$ cat config.mk
export PLATFORM = sky130hd
export DESIGN_NAME = motor_cmd_ramp_flat
export DESIGN_NICKNAME = d
export VERILOG_FILES = /design/src/rtl/motor_cmd_ramp_if.sv /design/src/rtl/motor_cmd_ramp.sv /design/src/flat_wrapper.sv
export SDC_FILE = /design/constraint.sdc
export NUM_CORES = 1
export LEC_CHECK = 0
export BUFFER_PORTS_ARGS = -buffer_cell sky130_fd_sc_hd__buf_4
export CORE_ASPECT_RATIO = 0.7
export CORE_UTILIZATION = 34
export CTS_BUF_LIST = sky130_fd_sc_hd__clkbuf_16
export CTS_CLUSTER_SIZE = 16
export DETAILED_ROUTE_END_ITERATION = 10
export MAX_ROUTING_LAYER = met4
export SLEW_MARGIN = 40
export SYNTH_ARGS = -nofsm -noshare
export SYNTH_HDL_FRONTEND = slang
export SYNTH_SLANG_ARGS = --single-unit
$ cat constraint.sdc
create_clock -name clk -period 2.2 [get_ports clk]
set_clock_uncertainty 0.05 [all_clocks]
set_input_delay 0.66 -clock clk [delete_from_list [all_inputs] [get_ports clk]]
set_output_delay 0.66 -clock clk [all_outputs]
set_load 0.005 [all_outputs]
$ cat src/rtl/motor_cmd_ramp_if.sv
// motor_cmd_ramp_if
//   Bundles the switch input and the drive-side outputs of motor_cmd_ramp.
//   master : the side that owns the switches and reads the commands (board/bench)
//   slave  : motor_cmd_ramp itself
//   Signals:
//     sw[7:0]   raw asynchronous speed/direction switches, active high
//     duty[3:0] commanded PWM slots out of 10 (0..10)
//     dir_fwd   current direction, 1 = forward
//     in_a/in_b L298 IN1/IN2
//     busy      reversal in progress (ramping down or dwelling)
//     multi_sw  accepted switch vector has more than one bit set
interface motor_cmd_ramp_if;
   logic [7:0] sw;
   logic [3:0] duty;
   logic       dir_fwd;
   logic       in_a;
   logic       in_b;
   logic       busy;
   logic       multi_sw;

   modport master (output sw, input duty, dir_fwd, in_a, in_b, busy, multi_sw);
   modport slave  (input sw, output duty, dir_fwd, in_a, in_b, busy, multi_sw);
endinterface

$ cat src/rtl/motor_cmd_ramp.sv
// motor_cmd_ramp
//   Command front-end for a single L298-driven motor. Synchronises and
//   debounces eight switches, decodes them to a target duty (0..10) plus
//   direction, and slews the commanded duty toward the target one step per
//   ramp tick. A direction reversal ramps to zero, dwells, then flips.
//   Ports:
//     clk  system clock
//     rst  synchronous reset, active high
//     bus  motor_cmd_ramp_if.slave (sw in; duty, dir_fwd, in_a, in_b,
//          busy, multi_sw out)
//   Optional build macro:
//     MOTOR_CMD_BRAKE_EN  drive in_a = in_b = 1 (fast brake) during the dwell
//                         instead of coasting.
module motor_cmd_ramp #(
   parameter int unsigned DEBOUNCE_CYCLES  = 1_000_000,
   parameter int unsigned RAMP_STEP_CYCLES = 5_000_000,
   parameter int unsigned DWELL_CYCLES     = 20_000_000
) (
   input logic             clk,
   input logic             rst,
   motor_cmd_ramp_if.slave bus
);
   localparam int unsigned DB_W = $clog2(DEBOUNCE_CYCLES + 1);
   localparam int unsigned RS_W = $clog2(RAMP_STEP_CYCLES + 1);
   localparam int unsigned DW_W = $clog2(DWELL_CYCLES + 1);

   typedef enum logic [1:0] {S_RUN, S_REV_DOWN, S_DWELL} state_t;

   logic [7:0]      sync1, sync2, sw_db;
   logic [DB_W-1:0] db_cnt;
   logic [RS_W-1:0] pre_cnt;
   logic            tick;
   logic [3:0]      dec_duty, tgt_duty;
   logic            dec_fwd, tgt_fwd;

   state_t          state, state_nxt;
   logic [3:0]      duty, duty_nxt;
   logic            dir_fwd, dir_nxt;
   logic [DW_W-1:0] dwell_cnt, dwell_nxt;
   logic            in_a, in_b, busy;
   logic            in_a_nxt, in_b_nxt, busy_nxt;

   // Input path. A difference between the two synchroniser stages means the
   // synchronised vector changes on this edge, so the counter restarts here.
   always_ff @(posedge clk) begin
      if (rst) begin
         sync1  <= '0;
         sync2  <= '0;
         sw_db  <= '0;
         db_cnt <= '0;
      end else begin
         sync1 <= bus.sw;
         sync2 <= sync1;
         if (sync1 != sync2)
            db_cnt <= '0;
         else if (db_cnt == DB_W'(DEBOUNCE_CYCLES - 1))
            sw_db <= sync2;
         else
            db_cnt <= db_cnt + 1'b1;
      end
   end

   // Highest set index wins; with nothing set the target keeps the current
   // direction so an idle switch bank never provokes a reversal.
   always_comb begin
      dec_duty = 4'd0;
      dec_fwd  = dir_fwd;
      if      (sw_db[7]) begin dec_duty = 4'd3;  dec_fwd = 1'b0; end
      else if (sw_db[6]) begin dec_duty = 4'd5;  dec_fwd = 1'b0; end
      else if (sw_db[5]) begin dec_duty = 4'd7;  dec_fwd = 1'b0; end
      else if (sw_db[4]) begin dec_duty = 4'd10; dec_fwd = 1'b0; end
      else if (sw_db[3]) begin dec_duty = 4'd3;  dec_fwd = 1'b1; end
      else if (sw_db[2]) begin dec_duty = 4'd5;  dec_fwd = 1'b1; end
      else if (sw_db[1]) begin dec_duty = 4'd7;  dec_fwd = 1'b1; end
      else if (sw_db[0]) begin dec_duty = 4'd10; dec_fwd = 1'b1; end
   end

   assign tick = (pre_cnt == RS_W'(RAMP_STEP_CYCLES - 1));

   always_ff @(posedge clk) begin
      if (rst) begin
         tgt_duty <= '0;
         tgt_fwd  <= 1'b1;
         pre_cnt  <= '0;
      end else begin
         tgt_duty <= dec_duty;
         tgt_fwd  <= dec_fwd;
         pre_cnt  <= tick ? '0 : pre_cnt + 1'b1;
      end
   end

   // State register; the pin/busy outputs are registered alongside so they
   // always describe the state that is current.
   always_ff @(posedge clk) begin
      if (rst) begin
         state     <= S_RUN;
         duty      <= '0;
         dir_fwd   <= 1'b1;
         dwell_cnt <= '0;
         in_a      <= 1'b0;
         in_b      <= 1'b0;
         busy      <= 1'b0;
      end else begin
         state     <= state_nxt;
         duty      <= duty_nxt;
         dir_fwd   <= dir_nxt;
         dwell_cnt <= dwell_nxt;
         in_a      <= in_a_nxt;
         in_b      <= in_b_nxt;
         busy      <= busy_nxt;
      end
   end

   // Next state. Target is at most 10, so stepping toward it can never leave 0..10.
   always_comb begin
      state_nxt = state;
      duty_nxt  = duty;
      dir_nxt   = dir_fwd;
      dwell_nxt = dwell_cnt;
      case (state)
         S_RUN: begin
            if (tgt_duty != 4'd0 && tgt_fwd != dir_fwd) begin
               if (duty == 4'd0) begin
                  state_nxt = S_DWELL;
                  dwell_nxt = '0;
               end else begin
                  state_nxt = S_REV_DOWN;
               end
            end else if (tick) begin
               if (duty < tgt_duty)      duty_nxt = duty + 4'd1;
               else if (duty > tgt_duty) duty_nxt = duty - 4'd1;
            end
         end
         S_REV_DOWN: begin
            if (tgt_fwd == dir_fwd) begin
               state_nxt = S_RUN;
            end else if (duty == 4'd0) begin
               state_nxt = S_DWELL;
               dwell_nxt = '0;
            end else if (tick) begin
               duty_nxt = duty - 4'd1;
            end
         end
         S_DWELL: begin
            if (dwell_cnt == DW_W'(DWELL_CYCLES - 1)) begin
               state_nxt = S_RUN;
               if (tgt_duty != 4'd0) dir_nxt = tgt_fwd;
            end else begin
               dwell_nxt = dwell_cnt + 1'b1;
            end
         end
         default: state_nxt = S_RUN;
      endcase
   end

   // Outputs for the upcoming state; dec_duty is the target that will be
   // registered on the same edge.
   always_comb begin
      in_a_nxt = 1'b0;
      in_b_nxt = 1'b0;
      busy_nxt = (state_nxt != S_RUN);
      case (state_nxt)
         S_RUN: begin
            if (duty_nxt != 4'd0 || dec_duty != 4'd0) begin
               in_a_nxt = dir_nxt;
               in_b_nxt = ~dir_nxt;
            end
         end
         S_REV_DOWN: begin
            if (duty_nxt != 4'd0) begin
               in_a_nxt = dir_nxt;
               in_b_nxt = ~dir_nxt;
            end
         end
         S_DWELL: begin
`ifdef MOTOR_CMD_BRAKE_EN
            in_a_nxt = 1'b1;
            in_b_nxt = 1'b1;
`else
            in_a_nxt = 1'b0;
            in_b_nxt = 1'b0;
`endif
         end
         default: begin
            in_a_nxt = 1'b0;
            in_b_nxt = 1'b0;
         end
      endcase
   end

   assign bus.duty     = duty;
   assign bus.dir_fwd  = dir_fwd;
   assign bus.in_a     = in_a;
   assign bus.in_b     = in_b;
   assign bus.busy     = busy;
   // More than one bit set <=> clearing the lowest set bit leaves something.
   assign bus.multi_sw = ((sw_db & (sw_db - 8'd1)) != 8'd0);
endmodule

$ cat src/flat_wrapper.sv
// flat-port wrapper written by rule: the top's interface ports become plain ports
module motor_cmd_ramp_flat 
#(
   parameter int unsigned DEBOUNCE_CYCLES  = 1_000_000,
   parameter int unsigned RAMP_STEP_CYCLES = 5_000_000,
   parameter int unsigned DWELL_CYCLES     = 20_000_000
)
  (clk, rst, bus_sw, bus_duty, bus_dir_fwd, bus_in_a, bus_in_b, bus_busy, bus_multi_sw);
  motor_cmd_ramp_if bus_i ();
  input logic clk;
  input logic rst;
  input wire logic [$bits(bus_i.sw)-1:0] bus_sw;
  output wire logic [$bits(bus_i.duty)-1:0] bus_duty;
  output wire logic [$bits(bus_i.dir_fwd)-1:0] bus_dir_fwd;
  output wire logic [$bits(bus_i.in_a)-1:0] bus_in_a;
  output wire logic [$bits(bus_i.in_b)-1:0] bus_in_b;
  output wire logic [$bits(bus_i.busy)-1:0] bus_busy;
  output wire logic [$bits(bus_i.multi_sw)-1:0] bus_multi_sw;
  assign bus_i.sw = bus_sw;
  assign bus_duty = bus_i.duty;
  assign bus_dir_fwd = bus_i.dir_fwd;
  assign bus_in_a = bus_i.in_a;
  assign bus_in_b = bus_i.in_b;
  assign bus_busy = bus_i.busy;
  assign bus_multi_sw = bus_i.multi_sw;
  motor_cmd_ramp #(.DEBOUNCE_CYCLES(DEBOUNCE_CYCLES), .RAMP_STEP_CYCLES(RAMP_STEP_CYCLES), .DWELL_CYCLES(DWELL_CYCLES)) u_core (.clk(clk), .rst(rst), .bus(bus_i));
endmodule
==> reports/metrics.cfg, run 1 <==
[clock_network]
clock_latency_ns = 0.36
cts_buffers = 9
cts_root_buf = clkbuf_16
cts_tree = done
htreeDepth = 3
cts_sinks = 107
clock_path_buffers = 2
cts_hold_buf = 0
clk_pin_slew_worst_paths_ns = 0.08

[setup_path]
r2r-start = u_core.bus.duty[1]$_SDFF_PP0_
start_kind = flip-flop
crit_path_end_kind = output pin
worstPathMaxFanout = 3
crit_start = u_core.sw_db[3]$_SDFFE_PP0P_
cp.required_ns = 1.49
arrival_ns = 1.88
crit_type = flip-flop to output pin

[timing]
setup_viol = 20
worstMarginPinSlew_ns = 0.458
slew_headroom = 0.692
finalMaxSlewViolations = 0
layout_min_cycle_time_ns = 2.59
period_share = 1.18
rsz0062_at_grt = true
hold_viol_final = 0
fmax_mhz = 386
layout_setup_ws_ns = -0.389
fin_setup_tns_ns = -1.67

[job]
max-cap-violations = 0

[synthesis]
synth_cells = 567
avgSynthCellArea_um2 = 9.01
synth_edf_count = 0
syn_area_um2 = 5110
yosysSeqAreaShare = 0.420
synthDistinctLibCells = 66
synth-main-ff-cell = dfxtp_1
yosys_warnings = 0
synth-async-reset-ratio = 0
syn_nets = 586
synth_seq_cells = 107

[grt]
grt_use_total = 0.151
grt_max_degree = 26
antenna_found_initial = 0
grt_pass1_wl_um = 18500
grt-ovfl-total = 0
grt_pass1_vias = 3942

[detailed_routing]
dr.pass1.iters = 4
vias = 4158
ant_nets = 0
viasPerCell = 4.89
drtIter0Drc = 217
drc = 0
totalWireLength_um = 11300
wl_per_cell_um = 13.3

[placed_design]
port_buffers = 18
dp_hpwl_um = 7640
gp_congestion = 0.861
place_ws_ns = -0.213
placed_area_um2 = 5820

[pwr]
vdd_ir_drop_max_mv = 0.402
total_power_mw = 3.69
p_leak_nw = 2.60
powerDensity_nw_per_um2 = 551

[finish]
fillerInstances = 1350
diodes = 0
finalInstanceArea_um2 = 6690
syn2layout_area_growth_pct = 30.9
final_util = 0.456
nNetsFinal = 669
layout-drive-gt1-share = 0.299

[floorplan]
pin_count = 19
die_area_um2 = 15500
die_y_um = 105
num_rows = 37
initial_utilization = 0.348
core-area_um2 = 14700
dieWidth_um = 148

[outcome]
violations = negative setup slack
status = finished, violations left

[min_path]
holdCritPathClass = flip-flop to flip-flop
hp-start = u_core.sync1[1]$_SDFF_PP0_

registers in the layout, indices dropped and copies added, names as in the netlist:
signal	count
u_core.sync1	8
u_core.bus.in_b	1
u_core.sync2	8
u_core.bus.duty	4
u_core.db_cnt	20
u_core.sw_db	8
u_core.tgt_duty	4
u_core.state	2
u_core.tgt_fwd	1
u_core.bus.in_a	1
u_core.pre_cnt	23
u_core.dwell_cnt	25
u_core.bus.busy	1
u_core.bus.dir_fwd	1
power breakdown:
part | total [mW] | switching, mW | internal, mW
registers | 1.96 | 0.0120 | 1.95
clock network | 1.63 | 0.820 | 0.812
logic | 0.0886 | 0.0467 | 0.0419
area by class of cell:
class                      instances  area (µm²)  area share
inverter                          15        61.3     0.00917
tap                              195         244      0.0365
sequential                       107        2160       0.323
multi-input combinational        427        3210       0.480
timing repair buffer              90         709       0.106
clock buffer                       9         225      0.0337
clock inverter                     7        81.3      0.0122
cells by family (layout without fill, tap and decap cells):
logic type,after synthesis,count (layout),share of synthesized area
and+or+nand+nor,281,282,0.310
DFF,107,107,0.420
xor gates and xnor gates,68,68,0.118
AOI/OAI and AO/OA,52,53,0.0686
buffers and inverters,35,121,0.0299
muxes,13,13,0.0282
adders and majority gates,11,11,0.0260
repair_timing:
item | in CTS | in global routing
cloned | 1 | 1
pin swaps | 10 | 28
setup buffers | 3 | 16
endpoints found under the setup margin | 6 | 27
resized for setup | 19 | 69
per-layer routing:
metal | vias to the layer above | routed length [µm] | GRT usage
met4 | 0 | 167 | 0.0412
met3 | 15 | 479 | 0.0354
met5 | - | 0 | -
li1 | 2114 | - | -
met2 | 77 | 5210 | 0.224
met1 | 1952 | 5450 | 0.203
synth_stat cells (3+ instances only):
master / number / share of area
o21bai_1: 3 / 0.0044
nor3_1: 12 / 0.012
a31oi_1: 3 / 0.0037
nand2_1: 36 / 0.026
clkbuf_1: 15 / 0.011
nor2_1: 94 / 0.069
nor4_1: 6 / 0.0074
nand4_1: 14 / 0.017
nor4_4: 3 / 0.012
ha_1: 9 / 0.022
o21ai_0: 10 / 0.0098
nor3_2: 8 / 0.016
mux2i_1: 11 / 0.022
a21oi_1: 18 / 0.018
xnor2_1: 28 / 0.048
nand2b_1: 6 / 0.0074
nor2b_1: 22 / 0.027
inv_1: 15 / 0.011
and2_1: 4 / 0.0049
nor4b_1: 3 / 0.0051
xor2_1: 39 / 0.067
nand3_1: 22 / 0.022
and3_1: 13 / 0.016
and4_1: 5 / 0.0086
or2_2: 4 / 0.0049
or3_1: 9 / 0.011
dfxtp_1: 107 / 0.42
cell usage in the layout, fill, tap and decap left out, types with 9 or more instances in the layout:
cell type and n:
dfxtp_1 97, nor2_1 88, buf_4 83, xor2_1 39, nand2_1 35, xnor2_1 25
nand3_1 20, nor2b_1 20, nand4_1 14, a21oi_1 13, inv_1 12, and3_1 12
mux2i_1 11, nor3_1 10, nor3_4 9, o21ai_0 9, clkbuf_16 9, dfxtp_2 9
metrics by stage:
stage                     hold WS (ns)  cells
after floorplan                  0.376    567
after global placement           0.413    814
after detailed placement         0.419    814
after CTS                        0.433    834
after global routing             0.438    850
final                            0.428    850
worst paths after layout:
| check | endpoint | slack, ns | depth (start not counted) |
|---|---|---|---|
| hold reg to reg | u_core.sync2[1]$_SDFF_PP0_ | 0.43 | 1 |
| setup reg to reg | u_core.dwell_cnt[13]$_SDFFE_PP0P_ | -0.16 | 10 |
| hold / removal | u_core.sync2[1]$_SDFF_PP0_ | 0.43 | 1 |
| setup / recovery | bus_multi_sw | -0.39 | 7 |
critical path, cell delays in order (launching register included):
cell and delay, ns:
dfxtp_2 0.34, nor3_4 0.18, nand2b_1 0.12, maj3_2 0.31, o22a_1 0.17, o32ai_2 0.12
o21ai_1 0.14, buf_4 0.16
(Power assumes the default switching activity.)
==> run 2: changes to the inputs <==
CORE_MARGIN = 4   (was default)
TNS_END_PERCENT = 100   (was default)
==> reports/metrics.cfg, run 2 (synthesis gave the netlist of run 1 again) <==
[finish]
layout_commonest_cell = dfxtp_1
syn2layout_area_growth_pct = 26.8
layout-drive-gt1-share = 0.264  ; -0.0357
reg_top3 = u_core.dwell_cnt: 25 flops, u_core.pre_cnt: 23 flops, u_core.db_cnt: 20 flops
nNetsFinal = 659  ; -1.5%
largest-register = u_core.dwell_cnt
final_cell_mix = 99 x dfxtp_1, 93 x nor2_1, 77 x buf_4, 39 x xor2_1, 36 x nand2_1
fillerInstances = 1407  ; +4.2%
largest_reg_flops = 25  ; unchanged
diodes = 0  ; unchanged
finalInstanceArea_um2 = 6470  ; -3.2%

[placed_design]
placed_area_um2 = 5820  ; about the same
gp_congestion = 0.878  ; +1.9%
dp_hpwl_um = 7700  ; +0.76%
port_buffers = 18  ; unchanged

[grt]
grt_use_total = 0.132  ; -0.0187
antenna_found_initial = 0  ; unchanged
grt_max_degree = 41  ; +58%
grt_pass1_wl_um = 18700  ; +0.74%
grt_pass1_vias = 4043  ; +2.6%
grt-ovfl-total = 0  ; unchanged

[clock_network]
cts_tree = done
cts_root_buf = clkbuf_16
htreeDepth = 3  ; unchanged
clock_path_buffers = 2  ; unchanged
cts_hold_buf = 0  ; unchanged
clk_pin_slew_worst_paths_ns = 0.09  ; about the same
clock_latency_ns = 0.36  ; about the same
cts_sinks = 107  ; unchanged
cts_buffers = 9  ; unchanged

[floorplan]
die_area_um2 = 17100  ; +10%
die_y_um = 111  ; +5.7%
dieWidth_um = 154  ; +4.0%
initial_utilization = 0.347  ; -0.00109
num_rows = 37  ; unchanged
pin_count = 19  ; unchanged
core-area_um2 = 14700  ; +0.32%

[timing]
hold_viol_final = 0  ; unchanged
slew_headroom = 0.733  ; +0.0405
fmax_mhz = 383  ; -0.94%
layout_setup_ws_ns = -0.413  ; -0.0246 ns
worstMarginPinSlew_ns = 0.398  ; -0.0603 ns
fin_setup_tns_ns = -0.571  ; +1.10 ns
setup_viol = 3  ; -85%
period_share = 1.19  ; +0.0112
rsz0062_at_grt = true
layout_min_cycle_time_ns = 2.61  ; +0.0246 ns
finalMaxSlewViolations = 0  ; unchanged

[detailed_routing]
vias = 4097  ; -1.5%
viasPerCell = 4.88  ; -0.29%
drc = 0  ; unchanged
dr.pass1.iters = 4  ; unchanged
totalWireLength_um = 11200  ; -1.1%
wl_per_cell_um = 13.3  ; about the same
ant_nets = 0  ; unchanged
drtIter0Drc = 264  ; +22%

[pwr]
pwr-share-comb = 0.023  ; about the same
vdd_ir_drop_max_mv = 0.355  ; -12%
powerDensity_nw_per_um2 = 577  ; +4.6%
internal-power_mw = 2.82  ; +0.43%
total_power_mw = 3.73  ; +1.3%
p_leak_nw = 2.41  ; -7.0%
p_sw_uw = 915  ; +4.1%
pwr-share-clk = 0.450  ; +0.007
switching_share = 0.245  ; +0.00662
pwr-share-seq = 0.527  ; -0.006

[setup_path]
crit_family = compound AO/OA/AOI/OAI gates
crit_path_end_kind = output pin
crit_buf_inv = 1  ; unchanged
arrival_ns = 1.90  ; +0.02 ns
slowest_delay_ns = 0.35  ; about the same
cp.required_ns = 1.49  ; about the same
worstPathMaxFanout = 3  ; unchanged
crit_type = flip-flop to output pin
cp_slowest_cell = dfxtp_2
cp_cell_sequence = nor3_4, nand2b_1, maj3_2, o22a_1, o32ai_2, o21ai_1, buf_4
start_kind = flip-flop

[outcome]
status = finished, violations left
violations = negative setup slack

[job]
max-cap-violations = 0  ; unchanged

[min_path]
holdCritPathClass = flip-flop to flip-flop

[run 2: cell count changes in the layout (fill, tap and decap cells not counted), sizes merged]
cell	change
o211ai	-1
buf	-10
inv	+2
clkinv	-2
clkbuf	+1
[run 2: final timing paths]
path                                                    start                    endpoint  slack, ns  depth (start not counted)
worst max register to register  u_core.tgt_duty[1]$_SDFF_PP0_  u_core.bus.in_a$_SDFF_PP0_      -0.09                         11
worst min-delay path               u_core.sync1[1]$_SDFF_PP0_  u_core.sync2[1]$_SDFF_PP0_       0.43                          1
worst min register to register     u_core.sync1[1]$_SDFF_PP0_  u_core.sync2[1]$_SDFF_PP0_       0.43                          1
worst max-delay path             u_core.sw_db[1]$_SDFFE_PP0P_                bus_multi_sw      -0.41                          7
[run 2: per-stage QoR]
stage / utilization / instances / worst slack (ns) / hold WS (ns)
final: 0.440 / 840 / -0.413 / 0.429
after global routing: 0.440 / 840 / -0.494 / 0.443
after CTS: 0.424 / 835 / -0.427 / 0.434
after detailed placement: 0.396 / 813 / -0.240 / 0.420
after global placement: 0.396 / 813 / -0.147 / 0.414
after floorplan: - / 567 / 0.000848 / 0.376
[run 2: power by group through the flow]
stage | clock network, mW | logic [mW] | registers, mW
floorplan | 0 | 0.0531 | 2.01
global placement | 0 | 0.0837 | 2.01
detailed placement | 0 | 0.0865 | 2.01
CTS | 1.73 | 0.0867 | 1.97
global route | 1.79 | 0.0962 | 1.97
finish | 1.68 | 0.0857 | 1.97
[run 2: layout make-up]
type / instances / area [µm²] / area share
multi-input combinational: 426 / 3050 / 0.471
sequential: 107 / 2150 / 0.332
timing repair buffer: 81 / 654 / 0.101
tap: 195 / 244 / 0.0377
clock buffer: 9 / 225 / 0.0348
clock inverter: 7 / 86.3 / 0.0133
inverter: 15 / 58.8 / 0.00909
[run 2: per-layer routing]
layer,routed length (µm),global-route usage
met1,5660,0.182
met2,4990,0.198
met3,400,0.0270
met4,142,0.0365
met5,0,-
[run 2: repair_timing]
action | in CTS | in global routing
pin swaps | 7 | 9
cloned | 0 | 2
setup endpoints to repair | 9 | 33
resized for setup | 13 | 34
buffers inserted | 6 | 4
==> run 3: changes to the inputs <==
PLACE_DENSITY = 0.61   (was default)
==> reports/metrics.cfg, run 3 (synthesis gave the netlist of run 1 again) <==
[timing]
hold_viol_final = 0  ; unchanged
hold_slack_ns = 0.427  ; -0.00205 ns
layout_min_cycle_time_ns = 2.58  ; -0.0376 ns
rsz0062_at_grt = true
fin_setup_tns_ns = -0.468  ; +0.103 ns
period_share = 1.17  ; -0.0171
worstMarginPinSlew_ns = 0.417  ; +0.0193 ns
fmax_mhz = 388  ; +1.5%
finalMaxSlewViolations = 0  ; unchanged
setup_viol = 3  ; unchanged
layout_setup_ws_ns = -0.376  ; +0.0376 ns
slew_headroom = 0.720  ; -0.0131

[finish]
fillerInstances = 1434  ; +1.9%
nNetsFinal = 658  ; -0.15%
final_cell_mix = 97 x dfxtp_1, 93 x nor2_1, 77 x buf_4, 39 x xor2_1, 35 x nand2_1
layout_commonest_cell = dfxtp_1
largest_reg_flops = 25  ; unchanged
diodes = 0  ; unchanged
largest-register = u_core.dwell_cnt
reg_top3 = u_core.dwell_cnt: 25 flops, u_core.pre_cnt: 23 flops, u_core.db_cnt: 20 flops
finalInstanceArea_um2 = 6400  ; -1.1%
layout-drive-gt1-share = 0.261  ; -0.00270
syn2layout_area_growth_pct = 25.4

[setup_path]
arrival_ns = 1.87  ; -0.03 ns
crit_start = u_core.sw_db[1]$_SDFFE_PP0P_
rrSetupSlack_ns = -0.06  ; +0.03 ns
r2r-start = u_core.tgt_duty[1]$_SDFF_PP0_
worstPathMaxFanout = 3  ; unchanged
crit_type = flip-flop to output pin
start_kind = flip-flop
crit_path_end_kind = output pin
cp.required_ns = 1.49  ; about the same
ff2ff_path_depth = 10  ; -1
reg2reg_to = u_core.bus.in_a$_SDFF_PP0_

[grt]
grt_pass1_vias = 3941  ; -2.5%
grt-ovfl-total = 0  ; unchanged
grt_use_total = 0.132  ; about the same
grt_pass1_wl_um = 18500  ; -1.0%
grt_max_degree = 26  ; -37%
antenna_found_initial = 0  ; unchanged

[min_path]
holdCritPathClass = flip-flop to flip-flop
worst_hold_path.endpoint = u_core.sync2[1]$_SDFF_PP0_
worstHoldPathCells = 1  ; unchanged
hp-start = u_core.sync1[1]$_SDFF_PP0_

[placed_design]
dp_hpwl_um = 7630  ; -0.87%
placed_area_um2 = 5800  ; -0.47%
port_buffers = 18  ; unchanged
gp_congestion = 0.850  ; -3.1%

[detailed_routing]
dr.pass1.iters = 4  ; unchanged
drtIter0Drc = 227  ; -14%
viasPerCell = 4.90  ; +0.36%
totalWireLength_um = 11000  ; -1.8%
wl_per_cell_um = 13.1  ; -1.7%
drc = 0  ; unchanged
ant_nets = 0  ; unchanged
vias = 4107  ; +0.24%

[floorplan]
pin_count = 19  ; unchanged
die_area_um2 = 17100  ; unchanged
initial_utilization = 0.347  ; unchanged
num_rows = 37  ; unchanged
core-area_um2 = 14700  ; unchanged
die_y_um = 111  ; unchanged
dieWidth_um = 154  ; unchanged

[clock_network]
htreeDepth = 3  ; unchanged
cts_root_buf = clkbuf_16
clk_pin_slew_worst_paths_ns = 0.08  ; about the same
clock_latency_ns = 0.36  ; about the same
cts_tree = done
clock_path_buffers = 2  ; unchanged
cts_buffers = 9  ; unchanged
cts_sinks = 107  ; unchanged

[outcome]
status = finished, violations left
violations = negative setup slack

[pwr]
internal-power_mw = 2.80  ; -0.53%
p_leak_nw = 2.44  ; +1.1%
switching_share = 0.238  ; -0.00662
powerDensity_nw_per_um2 = 575  ; -0.29%
p_sw_uw = 878  ; -4.1%
vdd_ir_drop_max_mv = 0.334  ; -5.9%
pwr-share-seq = 0.534  ; +0.007
pwr-share-clk = 0.443  ; -0.007
pwr-share-comb = 0.023  ; about the same
total_power_mw = 3.68  ; -1.4%

[job]
max-cap-violations = 0  ; unchanged

==> run 3: worst max-delay path: stages, from the launching register on <==
cell and delay [ns]:
dfxtp_2 0.34, nor3_4 0.19, nand2b_1 0.13, maj3_2 0.31, o22a_1 0.16, o32ai_2 0.11, o21ai_1 0.11, buf_4 0.15
==> run 3: power groups by stage <==
stage	clock network (mW)	logic, mW	registers, mW
floorplan	0	0.0531	2.01
global placement	0	0.0821	2.01
detailed placement	0	0.0847	2.01
CTS	1.68	0.0850	1.97
global route	1.75	0.0930	1.97
finish	1.63	0.0846	1.97
==> run 3: area by class of cell <==
cell class | instances | area (µm²) | share of cell area
clock buffer | 9 | 225 | 0.0352
clock inverter | 7 | 76.3 | 0.0119
inverter | 15 | 61.3 | 0.00958
multi-input combinational | 427 | 3040 | 0.474
sequential | 107 | 2160 | 0.337
tap | 195 | 244 | 0.0381
timing repair buffer | 79 | 601 | 0.0938
==> run 3: how the worst max path moves through the flow <==
stage	end	cells after the start
2_1_floorplan	u_core.dwell_cnt[16]$_SDFFE_PP0P_	11
3_3_place_gp	u_core.bus.in_a$_SDFF_PP0_	9
3_5_place_dp	u_core.bus.in_a$_SDFF_PP0_	9
4_1_cts	bus_multi_sw	7
5_1_grt	bus_multi_sw	7
6_report	bus_multi_sw	7
==> run 3: through the flow <==
step | utilization | setup slack (ns) | cells
final | 0.435 | -0.376 | 839
after global placement | 0.394 | -0.144 | 811
after CTS | 0.420 | -0.409 | 830
after floorplan | - | 0.000848 | 567
after detailed placement | 0.394 | -0.207 | 811
after global routing | 0.435 | -0.491 | 839
==> run 3: per-layer routing <==
layer,vias up,track usage,share of wire
li1,2103,-,-
met1,1937,0.176,0.50
met2,54,0.199,0.45
met3,13,0.0313,0.040
met4,0,0.0400,0.014
met5,-,-,0
==> run 3: repair_timing <==
item	in CTS	in global routing
pin swaps	6	25
endpoints found under the hold margin	0	0
endpoints found under the setup margin	9	24
hold buffers	0	0
cloned	0	2
resized for setup	16	34
buffers inserted	3	7
